### src/rtl/pipe_hazard_ctrl.sv
// pipe_hazard_ctrl: sequencing controller for the F/D, D/X, X/M and M/W
// pipeline latches and the PC register. It inserts bubbles for taken
// branches, load-use hazards and multi-cycle mult/div operations in X.
// Optional statistics counters are compiled in with `define PIPE_HAZARD_STATS_EN.
module pipe_hazard_ctrl #(
    parameter int LD_STALL_CYCLES = 1,   // bubbles per load-use hazard (1..15)
    parameter int MD_TIMEOUT      = 64   // max mult/div wait before forced release (2..255)
) (
    input  logic        clock,
    input  logic        res,
    input  logic [4:0]  d_rs,
    input  logic [4:0]  d_rt,
    input  logic        d_uses_rs,
    input  logic        d_uses_rt,
    input  logic        x_is_load,
    input  logic [4:0]  x_rd,
    input  logic        x_is_md,
    input  logic        x_br_taken,
    input  logic        md_ready,
    output logic        md_start,
    output logic        pc_en,
    output logic        fd_en,
    output logic        dx_en,
    output logic        xm_en,
    output logic        mw_en,
    output logic        fd_flush,
    output logic        dx_flush,
    output logic        xm_flush,
    output logic        md_timeout
`ifdef PIPE_HAZARD_STATS_EN
    ,
    output logic [31:0] stall_cnt,
    output logic [31:0] flush_cnt
`endif
);

    typedef enum logic [1:0] {
        RUN      = 2'd0,
        LD_STALL = 2'd1,
        MD_WAIT  = 2'd2
    } state_t;

    // Last counter values before returning to RUN.
    localparam logic [3:0] LD_LAST = 4'(LD_STALL_CYCLES - 1);
    localparam logic [7:0] MD_LAST = 8'(MD_TIMEOUT - 1);

    state_t      state_reg, state_next;
    logic [3:0]  ld_cnt_reg, ld_cnt_next;
    logic [7:0]  md_cnt_reg, md_cnt_next;
    logic        md_timeout_reg, md_timeout_next;
    logic        load_use;

    // Load-use: the load in X writes a non-zero register that D is about to read.
    assign load_use = x_is_load && (x_rd != 5'd0) &&
                      ((d_uses_rs && (d_rs == x_rd)) || (d_uses_rt && (d_rt == x_rd)));

    // Next-state and latch-control decode; outputs are combinational from state and inputs.
    always_comb begin
        state_next      = state_reg;
        ld_cnt_next     = ld_cnt_reg;
        md_cnt_next     = md_cnt_reg;
        md_timeout_next = md_timeout_reg;
        md_start        = 1'b0;
        pc_en           = 1'b1;
        fd_en           = 1'b1;
        dx_en           = 1'b1;
        xm_en           = 1'b1;
        mw_en           = 1'b1;
        fd_flush        = 1'b0;
        dx_flush        = 1'b0;
        xm_flush        = 1'b0;

        if (!res) begin
            // While in reset every latch is frozen and loaded with a bubble.
            pc_en           = 1'b0;
            fd_en           = 1'b0;
            dx_en           = 1'b0;
            xm_en           = 1'b0;
            mw_en           = 1'b0;
            fd_flush        = 1'b1;
            dx_flush        = 1'b1;
            xm_flush        = 1'b1;
            state_next      = RUN;
            ld_cnt_next     = 4'd0;
            md_cnt_next     = 8'd0;
            md_timeout_next = 1'b0;
        end else begin
            case (state_reg)
                RUN: begin
                    if (x_br_taken) begin
                        // Squash the two wrong-path instructions in F/D and D/X.
                        fd_flush = 1'b1;
                        dx_flush = 1'b1;
                    end else if (x_is_md) begin
                        // Hold the front end and the mult/div in X; bubble into X/M.
                        md_start    = 1'b1;
                        pc_en       = 1'b0;
                        fd_en       = 1'b0;
                        dx_en       = 1'b0;
                        xm_flush    = 1'b1;
                        state_next  = MD_WAIT;
                        md_cnt_next = 8'd1;
                    end else if (load_use) begin
                        // Hold PC and F/D; insert a bubble into D/X.
                        pc_en    = 1'b0;
                        fd_en    = 1'b0;
                        dx_flush = 1'b1;
                        if (LD_STALL_CYCLES > 1) begin
                            state_next  = LD_STALL;
                            ld_cnt_next = 4'd1;
                        end
                    end
                end

                LD_STALL: begin
                    pc_en       = 1'b0;
                    fd_en       = 1'b0;
                    dx_flush    = 1'b1;
                    ld_cnt_next = ld_cnt_reg + 4'd1;
                    if (ld_cnt_reg == LD_LAST) begin
                        state_next  = RUN;
                        ld_cnt_next = 4'd0;
                    end
                end

                MD_WAIT: begin
                    if (md_ready) begin
                        // Result is latched into X/M this edge; all enables open.
                        state_next  = RUN;
                        md_cnt_next = 8'd0;
                    end else if (md_cnt_reg == MD_LAST) begin
                        // The unit never answered: release anyway and remember it.
                        state_next      = RUN;
                        md_cnt_next     = 8'd0;
                        md_timeout_next = 1'b1;
                    end else begin
                        pc_en       = 1'b0;
                        fd_en       = 1'b0;
                        dx_en       = 1'b0;
                        xm_flush    = 1'b1;
                        md_cnt_next = md_cnt_reg + 8'd1;
                    end
                end

                default: begin
                    state_next = RUN;
                end
            endcase
        end
    end

    // State and counter registers with synchronous active-low reset.
    always_ff @(posedge clock) begin
        if (!res) begin
            state_reg      <= RUN;
            ld_cnt_reg     <= 4'd0;
            md_cnt_reg     <= 8'd0;
            md_timeout_reg <= 1'b0;
        end else begin
            state_reg      <= state_next;
            ld_cnt_reg     <= ld_cnt_next;
            md_cnt_reg     <= md_cnt_next;
            md_timeout_reg <= md_timeout_next;
        end
    end

    assign md_timeout = md_timeout_reg;

`ifdef PIPE_HAZARD_STATS_EN
    logic [31:0] stall_cnt_reg;
    logic [31:0] flush_cnt_reg;

    // Count stalled-PC cycles and F/D flush cycles outside reset; both wrap.
    always_ff @(posedge clock) begin
        if (!res) begin
            stall_cnt_reg <= 32'd0;
            flush_cnt_reg <= 32'd0;
        end else begin
            if (!pc_en) begin
                stall_cnt_reg <= stall_cnt_reg + 32'd1;
            end
            if (fd_flush) begin
                flush_cnt_reg <= flush_cnt_reg + 32'd1;
            end
        end
    end

    assign stall_cnt = stall_cnt_reg;
    assign flush_cnt = flush_cnt_reg;
`endif

endmodule

### config.mk
export PLATFORM = sky130hd
export DESIGN_NAME = pipe_hazard_ctrl
export DESIGN_NICKNAME = d
export VERILOG_FILES = /design/src/rtl/pipe_hazard_ctrl.sv
export SDC_FILE = /design/constraint.sdc
export NUM_CORES = 1
export LEC_CHECK = 0
export ABC_AREA = 1
export CAP_MARGIN = 40
export CORE_MARGIN = 1.5
export CORE_UTILIZATION = 45
export CTS_CLUSTER_DIAMETER = 150
export DETAILED_ROUTE_END_ITERATION = 10
export DONT_BUFFER_PORTS = 1
export HOLD_SLACK_MARGIN = 0.05
export PLACE_DENSITY_LB_ADDON = 0.1
export RECOVER_POWER = 25
export SETUP_SLACK_MARGIN = 0.1
export SLEW_MARGIN = 15
export SYNTH_ARGS = -nofsm -noshare
export SYNTH_HDL_FRONTEND = slang
export SYNTH_SLANG_ARGS = --single-unit
### constraint.sdc
create_clock -name clock -period 1.9 [get_ports clock]
set_clock_uncertainty 0.1 [all_clocks]
set_input_delay 0.19 -clock clock [delete_from_list [all_inputs] [get_ports clock]]
set_output_delay 0.19 -clock clock [all_outputs]
set_load 0.03 [all_outputs]
==> run summary, run 1 <==
DETAILED ROUTING
--------------------------------------------------------------------------------------
Post-Route WL                                                                 1.882 mm
Antenna violation net count after detailed routing                                   0
Detailed-route via count                                                           850
Vias/cell                                                                        4.802
Drt first pass iters                                                                 4
Final routed wire length divided by cell count                                10.63 um
Remaining DRCs                                                                       0
DRC violation total after the first TritonRoute iteration                           22

SYNTH
--------------------------------------------------------------------------------------
Count of mapped cells out of synthesis                                             140
FF+latch count, synth                                                               10
Post-Synthesis Cell Area                                                   805.8 sq um
Post-Syn Area per Cell                                                     5.756 sq um
Mapped Nets                                                                        164
Seq/Total Area, Yosys                                                           0.2484
Synth Warn #                                                                         0
Post-synth cell types                                                               21

GLOBAL ROUTING
--------------------------------------------------------------------------------------
Remaining global-route overflow                                                      0
Vias in the first global route                                                     795
GR met3 Demand/Resource                                                        0.06800
Layer with the highest usage after global routing                                 met2
Pin count of the biggest net entering global routing                                10
Wire length of the first global-routing pass                                  3.153 mm
GR met1 Demand/Resource                                                         0.2597
Met2 routing resource usage after global routing                                0.3571
Global-route usage over all layers                                              0.2095
Initial antenna violation count                                                      0

WORST SETUP PATH
--------------------------------------------------------------------------------------
Highest fanout seen on the critical path                                             3
Arrival time worst endpoint                                                    1.51 ns
Crit path kind                                                                 reg2out
Crit path launch                                                          md_cnt_reg[0]
Startpoint Class                                                              register
Crit Reg-Reg Startpoint                                                   state_reg[1]
Required time of the worst setup path                                          1.61 ns
Kind of capture point of the worst setup path                             primary output

FINISH
--------------------------------------------------------------------------------------
Count of filler cells inserted in the layout                                       160
Number of nets in the layout                                                       177
Most frequent standard cell in the layout excluding fill and tap cells    sky130_fd_sc_hd__nand2_1
Number of flip-flops in the largest register                                         8
Fraction of final layout cells with drive strength greater than 1               0.2500
Ant diodes                                                                           0
Synthesis-to-layout area growth                                                 26.09%
Commonest non-fill, non-tap cells in the layout                           sky130_fd_sc_hd__nand2_1 (42), sky130_fd_sc_hd__inv_1 (20), sky130_fd_sc_hd__nor2_1 (19)

STA
--------------------------------------------------------------------------------------
Unrepaired setup endpoints after global routing                                    yes
Setup tns final                                                                   0 ns
Worst Hold Slack                                                            0.03633 ns
Post-route clock period utilization                                             0.9473
Worst relative slew slack                                                       0.5193
Hold violation count in the final report                                             0
Crit path time final                                                          1.800 ns
Slew at the pin with the worst max-slew slack                                0.7210 ns
Final setup violation count                                                          0
Number of max-slew violations in the final report                                    0
Achievable clock frequency                                                  0.5556 GHz

DIE
--------------------------------------------------------------------------------------
Initial Utilization                                                             0.4718
Core region area                                                            1708 sq um
I/O pin count                                                                       33
Height of the chip                                                            45.32 um
Die Area                                                                    2053 sq um
DIE WIDTH                                                                     45.32 um
Number of cell rows                                                                 15

CLOCKING
--------------------------------------------------------------------------------------
Clock slew at the register clock pins of the worst setup and hold paths        0.08 ns
TritonCTS clock tree                                                              done
Total clock buffers created by CTS                                                   3
Maximum number of buffers from clock root to sink                                    2
Total clock sinks                                                                   10
Maximum level of the CTS H-tree                                                      1
Source-to-sink clock delay at the later pin of the worst-skew pair             0.27 ns
Clock root cell                                                           sky130_fd_sc_hd__clkbuf_4

POWER
--------------------------------------------------------------------------------------
Reported leakage power                                                       0.4795 nW
Clock Power Share                                                                0.365
Power density of the placed cells                                         527.3 nW/um^2
Switching share of total power                                                  0.3074
Combinational fraction of design power                                           0.229
Internal power component                                                      371.0 uW
Net switching power figure                                                    164.7 uW
Sequential fraction of design power                                              0.406
Max IR drop VDD                                                              0.3633 mV

PLACE
--------------------------------------------------------------------------------------
Placed wire-length estimate after detailed placement                          1.386 mm
Port buffer count                                                                    0
Placer Congestion                                                               0.7599

STATUS
--------------------------------------------------------------------------------------
Status                                                                    complete, no violations

MIN PATH
--------------------------------------------------------------------------------------
Hold Path Origin                                                              md_ready
Worst Hold Class                                                                in2reg

FLOW RUN
--------------------------------------------------------------------------------------
Maximum capacitance violations                                                       0

-- cells by family (layout without fill, tap and decap cells) --
family	Yosys count	in the layout	synth area share
and+or+nand+nor	85	85	0.4767
buffers and inverters	32	44	0.1630
AOI/OAI and AO/OA	11	11	0.08540
DFF	10	10	0.2484
adders and majority gates	1	1	0.01553
xor gates and xnor gates	1	1	0.01087
-- critical path, stage by stage (launching register included) --
cell and delay, ns:
sky130_fd_sc_hd__dfxtp_2 0.36, sky130_fd_sc_hd__ha_4 0.15, sky130_fd_sc_hd__nand3_4 0.08, sky130_fd_sc_hd__nor2_4 0.13, sky130_fd_sc_hd__nand3_4 0.09, sky130_fd_sc_hd__nand2_4 0.09, sky130_fd_sc_hd__nand3_4 0.08, sky130_fd_sc_hd__inv_6 0.10
sky130_fd_sc_hd__nand2_4 0.07, sky130_fd_sc_hd__clkinv_8 0.08
-- worst paths after layout --
path	depth (start not counted)	slack (ns)	to
max	9	0.10	fd_en
min	3	0.04	state_reg[1]
max reg2reg	5	0.25	md_cnt_reg[2]
min reg2reg	1	0.39	md_cnt_reg[4]
-- synth_stat cells --
library cell              count  area share
sky130_fd_sc_hd__a21oi_1      5       0.031
sky130_fd_sc_hd__a21oi_4      1       0.020
sky130_fd_sc_hd__buf_4        3       0.028
sky130_fd_sc_hd__dfxtp_1     10        0.25
sky130_fd_sc_hd__ha_1         1       0.016
sky130_fd_sc_hd__inv_1       21       0.098
sky130_fd_sc_hd__inv_2        8       0.037
sky130_fd_sc_hd__nand2_1     43        0.20
sky130_fd_sc_hd__nand2_2      2       0.016
sky130_fd_sc_hd__nand3_1      7       0.043
sky130_fd_sc_hd__nand3_2      2       0.025
sky130_fd_sc_hd__nand4_1      2       0.016
sky130_fd_sc_hd__nor2_1      19       0.089
sky130_fd_sc_hd__nor2_2       4       0.031
sky130_fd_sc_hd__nor3_1       2       0.012
sky130_fd_sc_hd__nor3_2       3       0.037
sky130_fd_sc_hd__nor4_1       1      0.0078
sky130_fd_sc_hd__o21a_1       1      0.0093
sky130_fd_sc_hd__o21ai_0      1      0.0062
sky130_fd_sc_hd__o21ai_1      3       0.019
sky130_fd_sc_hd__xor2_1       1       0.011
-- layer usage --
metal	up-vias	routed length, um
li1	447	-
met5	-	0
met3	3	130
met1	368	890
met2	32	856
met4	0	4
-- stage by stage --
step / cell area (sq um) / instances / power [mW] / worst slack (ns) / utilization
finish: 1016 / 177 / 0.5357 / 0.1001 / 0.5949
global route: 1016 / 177 / 0.5648 / 0.02013 / 0.5949
CTS: 996.0 / 176 / 0.5419 / 0.08992 / 0.5832
detailed placement: 864.6 / 164 / 0.3308 / 0.2055 / 0.5062
global placement: 864.6 / 164 / 0.3293 / 0.2401 / 0.5062
floorplan: 844.6 / 140 / 0.3255 / 0.1064 / -
-- cell type report --
| class | count | area, sq um | area share |
|---|---|---|---|
| flip-flops and latches | 10 | 203.9 | 0.2007 |
| repair buffers | 11 | 92.59 | 0.09113 |
| multi-input cells | 98 | 525.5 | 0.5172 |
| well taps | 25 | 31.28 | 0.03079 |
| clock buffers | 4 | 36.28 | 0.03571 |
| inverters | 29 | 126.4 | 0.1244 |
-- power by group through the flow --
stage	Combinational (mW)	Clock, mW	Sequential, mW
final	0.122	0.195	0.218
after global routing	0.135	0.212	0.218
after CTS	0.121	0.203	0.218
after detailed placement	0.107	0	0.224
after global placement	0.106	0	0.223
after floorplan	0.103	0	0.223
-- repair_timing --
action	CTS	global route
pin swaps	4	1
setup endpoints to repair	2	4
buffers inserted	4	1
resized for setup	6	5
hold buffers	4	1
endpoints found under the hold margin	8	1
Note: power is estimated with default switching activity, not from simulation.
==> run 2: changes to the inputs <==
==> constraint.sdc (replaced) <==
create_clock -name clock -period 1.7 [get_ports clock]
set_clock_uncertainty 0.1 [all_clocks]
set_input_delay 0.17 -clock clock [delete_from_list [all_inputs] [get_ports clock]]
set_output_delay 0.17 -clock clock [all_outputs]
set_load 0.03 [all_outputs]
==> run summary, run 2 (synthesis gave the netlist of run 1 again) <==
DETAILED ROUTING
--------------------------------------------------------------------------------------
Final routed wire length divided by cell count                                10.88 um
Drt first pass iters                                                                 4
DRC violation total after the first TritonRoute iteration                           12
Detailed-route via count                                                           857
Vias/cell                                                                        4.788
Post-Route WL                                                                 1.948 mm
Antenna violation net count after detailed routing                                   0
Remaining DRCs                                                                       0

POWER
--------------------------------------------------------------------------------------
Reported leakage power                                                       0.4837 nW
Max IR drop VDD                                                              0.3875 mV
Power density of the placed cells                                         592.3 nW/um^2

FINISH
--------------------------------------------------------------------------------------
Synthesis-to-layout area growth                                                 27.95%
Fraction of final layout cells with drive strength greater than 1               0.2727
Most frequent standard cell in the layout excluding fill and tap cells    sky130_fd_sc_hd__nand2_1
Number of flip-flops in the largest register                                         8
Count of filler cells inserted in the layout                                       162
Ant diodes                                                                           0
Commonest non-fill, non-tap cells in the layout                           sky130_fd_sc_hd__nand2_1 (41), sky130_fd_sc_hd__inv_1 (19), sky130_fd_sc_hd__nor2_1 (18)
Post-route cell area                                                        1031 sq um
Number of nets in the layout                                                       179

MIN PATH
--------------------------------------------------------------------------------------
Hold Path Origin                                                                   res
Worst Hold Class                                                                in2reg

PLACE
--------------------------------------------------------------------------------------
Placement Setup Slack                                                        0.1594 ns
Placed wire-length estimate after detailed placement                          1.370 mm
Port buffer count                                                                    0
Placement Cell Area                                                        882.1 sq um
Placer Congestion                                                               0.7492

CLOCKING
--------------------------------------------------------------------------------------
Maximum number of buffers from clock root to sink                                    2
Clock slew at the register clock pins of the worst setup and hold paths        0.07 ns
Total clock sinks                                                                   10
Source-to-sink clock delay at the later pin of the worst-skew pair             0.27 ns
TritonCTS clock tree                                                              done
Maximum level of the CTS H-tree                                                      1
Total clock buffers created by CTS                                                   3
Clock root cell                                                           sky130_fd_sc_hd__clkbuf_4

FLOW RUN
--------------------------------------------------------------------------------------
Maximum capacitance violations                                                       0

DIE
--------------------------------------------------------------------------------------
I/O pin count                                                                       33
DIE WIDTH                                                                     45.32 um
Die Area                                                                    2053 sq um
Initial Utilization                                                             0.4718
Number of cell rows                                                                 15
Core region area                                                            1708 sq um
Height of the chip                                                            45.32 um

STA
--------------------------------------------------------------------------------------
Unrepaired setup endpoints after global routing                                    yes
Worst Hold Slack                                                            0.06340 ns
Final setup violation count                                                          3
Number of max-slew violations in the final report                                    0
Post-route clock period utilization                                              1.017
Crit path time final                                                          1.730 ns
Slack of the critical path                                                 -0.02973 ns
Worst relative slew slack                                                       0.7766
Hold violation count in the final report                                             0
Achievable clock frequency                                                  0.5781 GHz
Slew at the pin with the worst max-slew slack                                0.3347 ns

WORST SETUP PATH
--------------------------------------------------------------------------------------
Crit Reg-Reg Startpoint                                                   md_cnt_reg[0]
Kind of capture point of the worst setup path                             primary output
Worst-path cell chain                                                     ha_4, nand3_4, nor2_4, nand3_2, nand2_2, nand3_4, clkinv_4, buf_4
Required time of the worst setup path                                          1.43 ns
WP buf/inv                                                                           2
Crit path launch                                                          md_cnt_reg[0]
Most frequent CP cell                                                     sky130_fd_sc_hd__nand3_4
Kind of cell adding the most delay to the critical path                   simple AND/OR/NAND/NOR gates
Crit path kind                                                                 reg2out
Startpoint Class                                                              register
Highest fanout seen on the critical path                                             2
Slowest CP cell                                                           sky130_fd_sc_hd__dfxtp_4
Maximum single-stage delay on the critical path                                0.36 ns
Arrival time worst endpoint                                                    1.46 ns

GLOBAL ROUTING
--------------------------------------------------------------------------------------
Vias in the first global route                                                     836
Remaining global-route overflow                                                      0
Initial antenna violation count                                                      0
Wire length of the first global-routing pass                                  3.243 mm
Global-route usage over all layers                                              0.2167
Pin count of the biggest net entering global routing                                10

STATUS
--------------------------------------------------------------------------------------
Status                                                                    complete, but fails checks
Violated checks                                                           setup timing

run 2: where the power goes:
group          internal [mW]  switching (mW)  total (mW)  leakage [nW]
combinational         0.0515          0.0946       0.146         0.381
clock                  0.130          0.0908       0.221        0.0210
sequential             0.238         0.00577       0.244        0.0821
run 2: per-stage QoR:
stage                     utilization  power [mW]  std cells   TNS (ns)
after floorplan                     -      0.3671        140  -0.006971
after global placement         0.5165      0.3745        165          0
after detailed placement       0.5165      0.3762        165          0
after CTS                      0.5978      0.6094        179   -0.08679
after global routing           0.6037      0.6441        179    -0.3661
final                          0.6037      0.6107        179   -0.08419
run 2: repair_timing:
item,in CTS,in global routing
gates cloned,0,0
setup buffers,6,0
hold endpoints to repair,8,0
endpoints found under the setup margin,4,7
pin swaps,3,0
gates resized for setup,4,6
hold buffers,4,0
run 2: area by class of cell:
class                   count  area [sq um]  share of cell area
well taps                  25         31.28             0.03034
clock buffers               4         36.28             0.03519
multi-input cells          98         524.3              0.5085
flip-flops and latches     10         205.2              0.1990
repair buffers             13         107.6              0.1044
inverters                  29         126.4              0.1226
run 2: path summary, 6_finish.rpt:
check | to | slack, ns | depth (start not counted)
min reg2reg | md_cnt_reg[4] | 0.42 | 1
max reg2reg | md_cnt_reg[0] | 0.17 | 5
max | dx_en | -0.03 | 8
min | md_cnt_reg[7] | 0.06 | 4
run 2: tightest hold or removal path: stages:
cell                      delay (ns)
sky130_fd_sc_hd__o21ai_1        0.07
sky130_fd_sc_hd__inv_2          0.05
sky130_fd_sc_hd__nand2_1        0.06
sky130_fd_sc_hd__nor2_1         0.04
run 2: layer usage:
metal  global-route usage  wire length [um]  up-vias
met3              0.04000                74        7
met5                    0                 0        -
li1                     -                 -      451
met4               0.1000                43        0
met1               0.2518               833      373
met2               0.3800               997       26
==> run 3: changes to the inputs <==
--- a/config.mk
+++ b/config.mk
@@ -7,7 +7,7 @@
 export LEC_CHECK = 0
 export ABC_AREA = 1
 export CAP_MARGIN = 40
-export CORE_MARGIN = 1.5
+export CORE_MARGIN = 2
 export CORE_UTILIZATION = 45
 export CTS_CLUSTER_DIAMETER = 150
 export DETAILED_ROUTE_END_ITERATION = 10
==> run summary, run 3 (synthesis gave the netlist of run 1 again) <==
GLOBAL ROUTING
--------------------------------------------------------------------------------------
Remaining global-route overflow                                                      0
Vias in the first global route                                                     795
Initial antenna violation count                                                      0
Wire length of the first global-routing pass                                  3.208 mm
Global-route usage over all layers                                              0.2035
Pin count of the biggest net entering global routing                                10

STA
--------------------------------------------------------------------------------------
Final setup violation count                                                          4
Hold violation count in the final report                                             0
Crit path time final                                                          1.759 ns
Number of max-slew violations in the final report                                    0
Unrepaired setup endpoints after global routing                                    yes
Setup tns final                                                             -0.2005 ns
Slack of the critical path                                                 -0.05858 ns
Worst relative slew slack                                                       0.7781
Post-route clock period utilization                                              1.034
Slew at the pin with the worst max-slew slack                                0.3323 ns
Achievable clock frequency                                                  0.5686 GHz
Worst Hold Slack                                                            0.05703 ns

CLOCKING
--------------------------------------------------------------------------------------
Clock root cell                                                           sky130_fd_sc_hd__clkbuf_4
Clock slew at the register clock pins of the worst setup and hold paths        0.07 ns
Maximum level of the CTS H-tree                                                      1
Source-to-sink clock delay at the later pin of the worst-skew pair             0.27 ns
TritonCTS clock tree                                                              done
Maximum number of buffers from clock root to sink                                    2
Total clock sinks                                                                   10
Total clock buffers created by CTS                                                   3

FINISH
--------------------------------------------------------------------------------------
Synthesis-to-layout area growth                                                 29.50%
Fraction of final layout cells with drive strength greater than 1               0.2756
End-of-flow core utilization                                                    0.6110
Most frequent standard cell in the layout excluding fill and tap cells    sky130_fd_sc_hd__nand2_1
Ant diodes                                                                           0
Commonest non-fill, non-tap cells in the layout                           sky130_fd_sc_hd__nand2_1 (42), sky130_fd_sc_hd__inv_1 (20), sky130_fd_sc_hd__nor2_1 (19)
Number of flip-flops in the largest register                                         8
Count of placed standard cells in the final layout, fillers left out               181
Number of nets in the layout                                                       181
Post-route cell area                                                        1044 sq um

PLACE
--------------------------------------------------------------------------------------
Port buffer count                                                                    0
Placement Cell Area                                                        882.1 sq um
Placed Cells                                                                       165
Placement Setup Slack                                                        0.1670 ns
Placed wire-length estimate after detailed placement                          1.348 mm
Placer Congestion                                                               0.7687

POWER
--------------------------------------------------------------------------------------
Pwr Total                                                                     606.1 uW
Max IR drop VDD                                                              0.5926 mV
Reported leakage power                                                       0.4966 nW
Power density of the placed cells                                         580.8 nW/um^2

WORST SETUP PATH
--------------------------------------------------------------------------------------
Reg2reg end                                                                 md_timeout
Kind of capture point of the worst setup path                             primary output
Most frequent CP cell                                                     sky130_fd_sc_hd__nand3_4
Crit Reg-Reg Startpoint                                                   md_cnt_reg[1]
Maximum single-stage delay on the critical path                                0.36 ns
Worst-path cell chain                                                     ha_4, nand3_4, nor2_4, nand3_2, nand2_2, nand3_4, clkinv_4, buf_4
Slowest CP cell                                                           sky130_fd_sc_hd__dfxtp_2
CP Depth                                                                             8
Highest fanout seen on the critical path                                             2
Startpoint Class                                                              register
Depth of the worst register-to-register path                                         8
Crit path launch                                                          md_cnt_reg[1]
Arrival time worst endpoint                                                    1.49 ns
WP buf/inv                                                                           2
Crit path kind                                                                 reg2out
Minimum setup slack among reg-to-reg paths                                     0.19 ns
Kind of cell adding the most delay to the critical path                   simple AND/OR/NAND/NOR gates
Capturing element of the worst setup path                                        dx_en
Required time of the worst setup path                                          1.43 ns

DETAILED ROUTING
--------------------------------------------------------------------------------------
Antenna violation net count after detailed routing                                   0
Post-Route WL                                                                 1.908 mm
Detailed-route via count                                                           867
Vias/cell                                                                        4.790
Final routed wire length divided by cell count                                10.54 um
Remaining DRCs                                                                       0
Drt first pass iters                                                                 4
DRC violation total after the first TritonRoute iteration                           26

FLOW RUN
--------------------------------------------------------------------------------------
Maximum capacitance violations                                                       0

MIN PATH
--------------------------------------------------------------------------------------
Worst Hold Class                                                                in2reg
Worst Hold Path Cells                                                                4

DIE
--------------------------------------------------------------------------------------
DIE WIDTH                                                                     46.32 um
Core region area                                                            1708 sq um
Height of the chip                                                            46.32 um
I/O pin count                                                                       33
Die Area                                                                    2145 sq um
Initial Utilization                                                             0.4718
Number of cell rows                                                                 15

STATUS
--------------------------------------------------------------------------------------
Status                                                                    complete, but fails checks
Violated checks                                                           setup timing

-- run 3: timing repair --
action | 4_1_cts | 5_1_grt
buffers inserted | 5 | 3
cloned | 0 | 0
endpoints found under the hold margin | 8 | 0
gates resized for setup | 4 | 4
pin swaps | 3 | 3
hold buffers | 4 | 0
endpoints found under the setup margin | 4 | 5
-- run 3: where the power goes --
part / internal, mW / total, mW / leakage, nW / switching, mW
registers: 0.238 / 0.244 / 0.0830 / 0.00560
logic: 0.0507 / 0.142 / 0.393 / 0.0912
clock network: 0.130 / 0.220 / 0.0210 / 0.0901
-- run 3: layout make-up --
| class | count | area [sq um] |
|---|---|---|
| clock buffer | 4 | 36.28 |
| fill | 171 | 664.4 |
| inverter | 29 | 126.4 |
| multi-input combinational | 98 | 519.2 |
| sequential | 10 | 207.7 |
| tap | 25 | 31.28 |
| timing repair buffer | 15 | 122.6 |
-- run 3: worst min-delay path, stage by stage --
cell	delay (ns)
sky130_fd_sc_hd__o21ai_1	0.08
sky130_fd_sc_hd__inv_2	0.05
sky130_fd_sc_hd__nand2_1	0.06
sky130_fd_sc_hd__nor2_1	0.03
-- run 3: worst min path at each step --
stage	startpoint	endpoint
after detailed placement	res	md_timeout
after floorplan	res	md_timeout
final	res	md_cnt_reg[7]
after global placement	res	md_timeout
after CTS	res	md_cnt_reg[7]
after global routing	x_is_md	state_reg[1]
-- run 3: metal layers --
layer / part of all wire / track usage / up-vias
li1: - / - / 458
met1: 0.42 / 0.2430 / 384
met2: 0.52 / 0.3556 / 25
met3: 0.054 / 0.07451 / 0
met4: 0 / 0.02286 / 0
met5: 0 / 0 / -
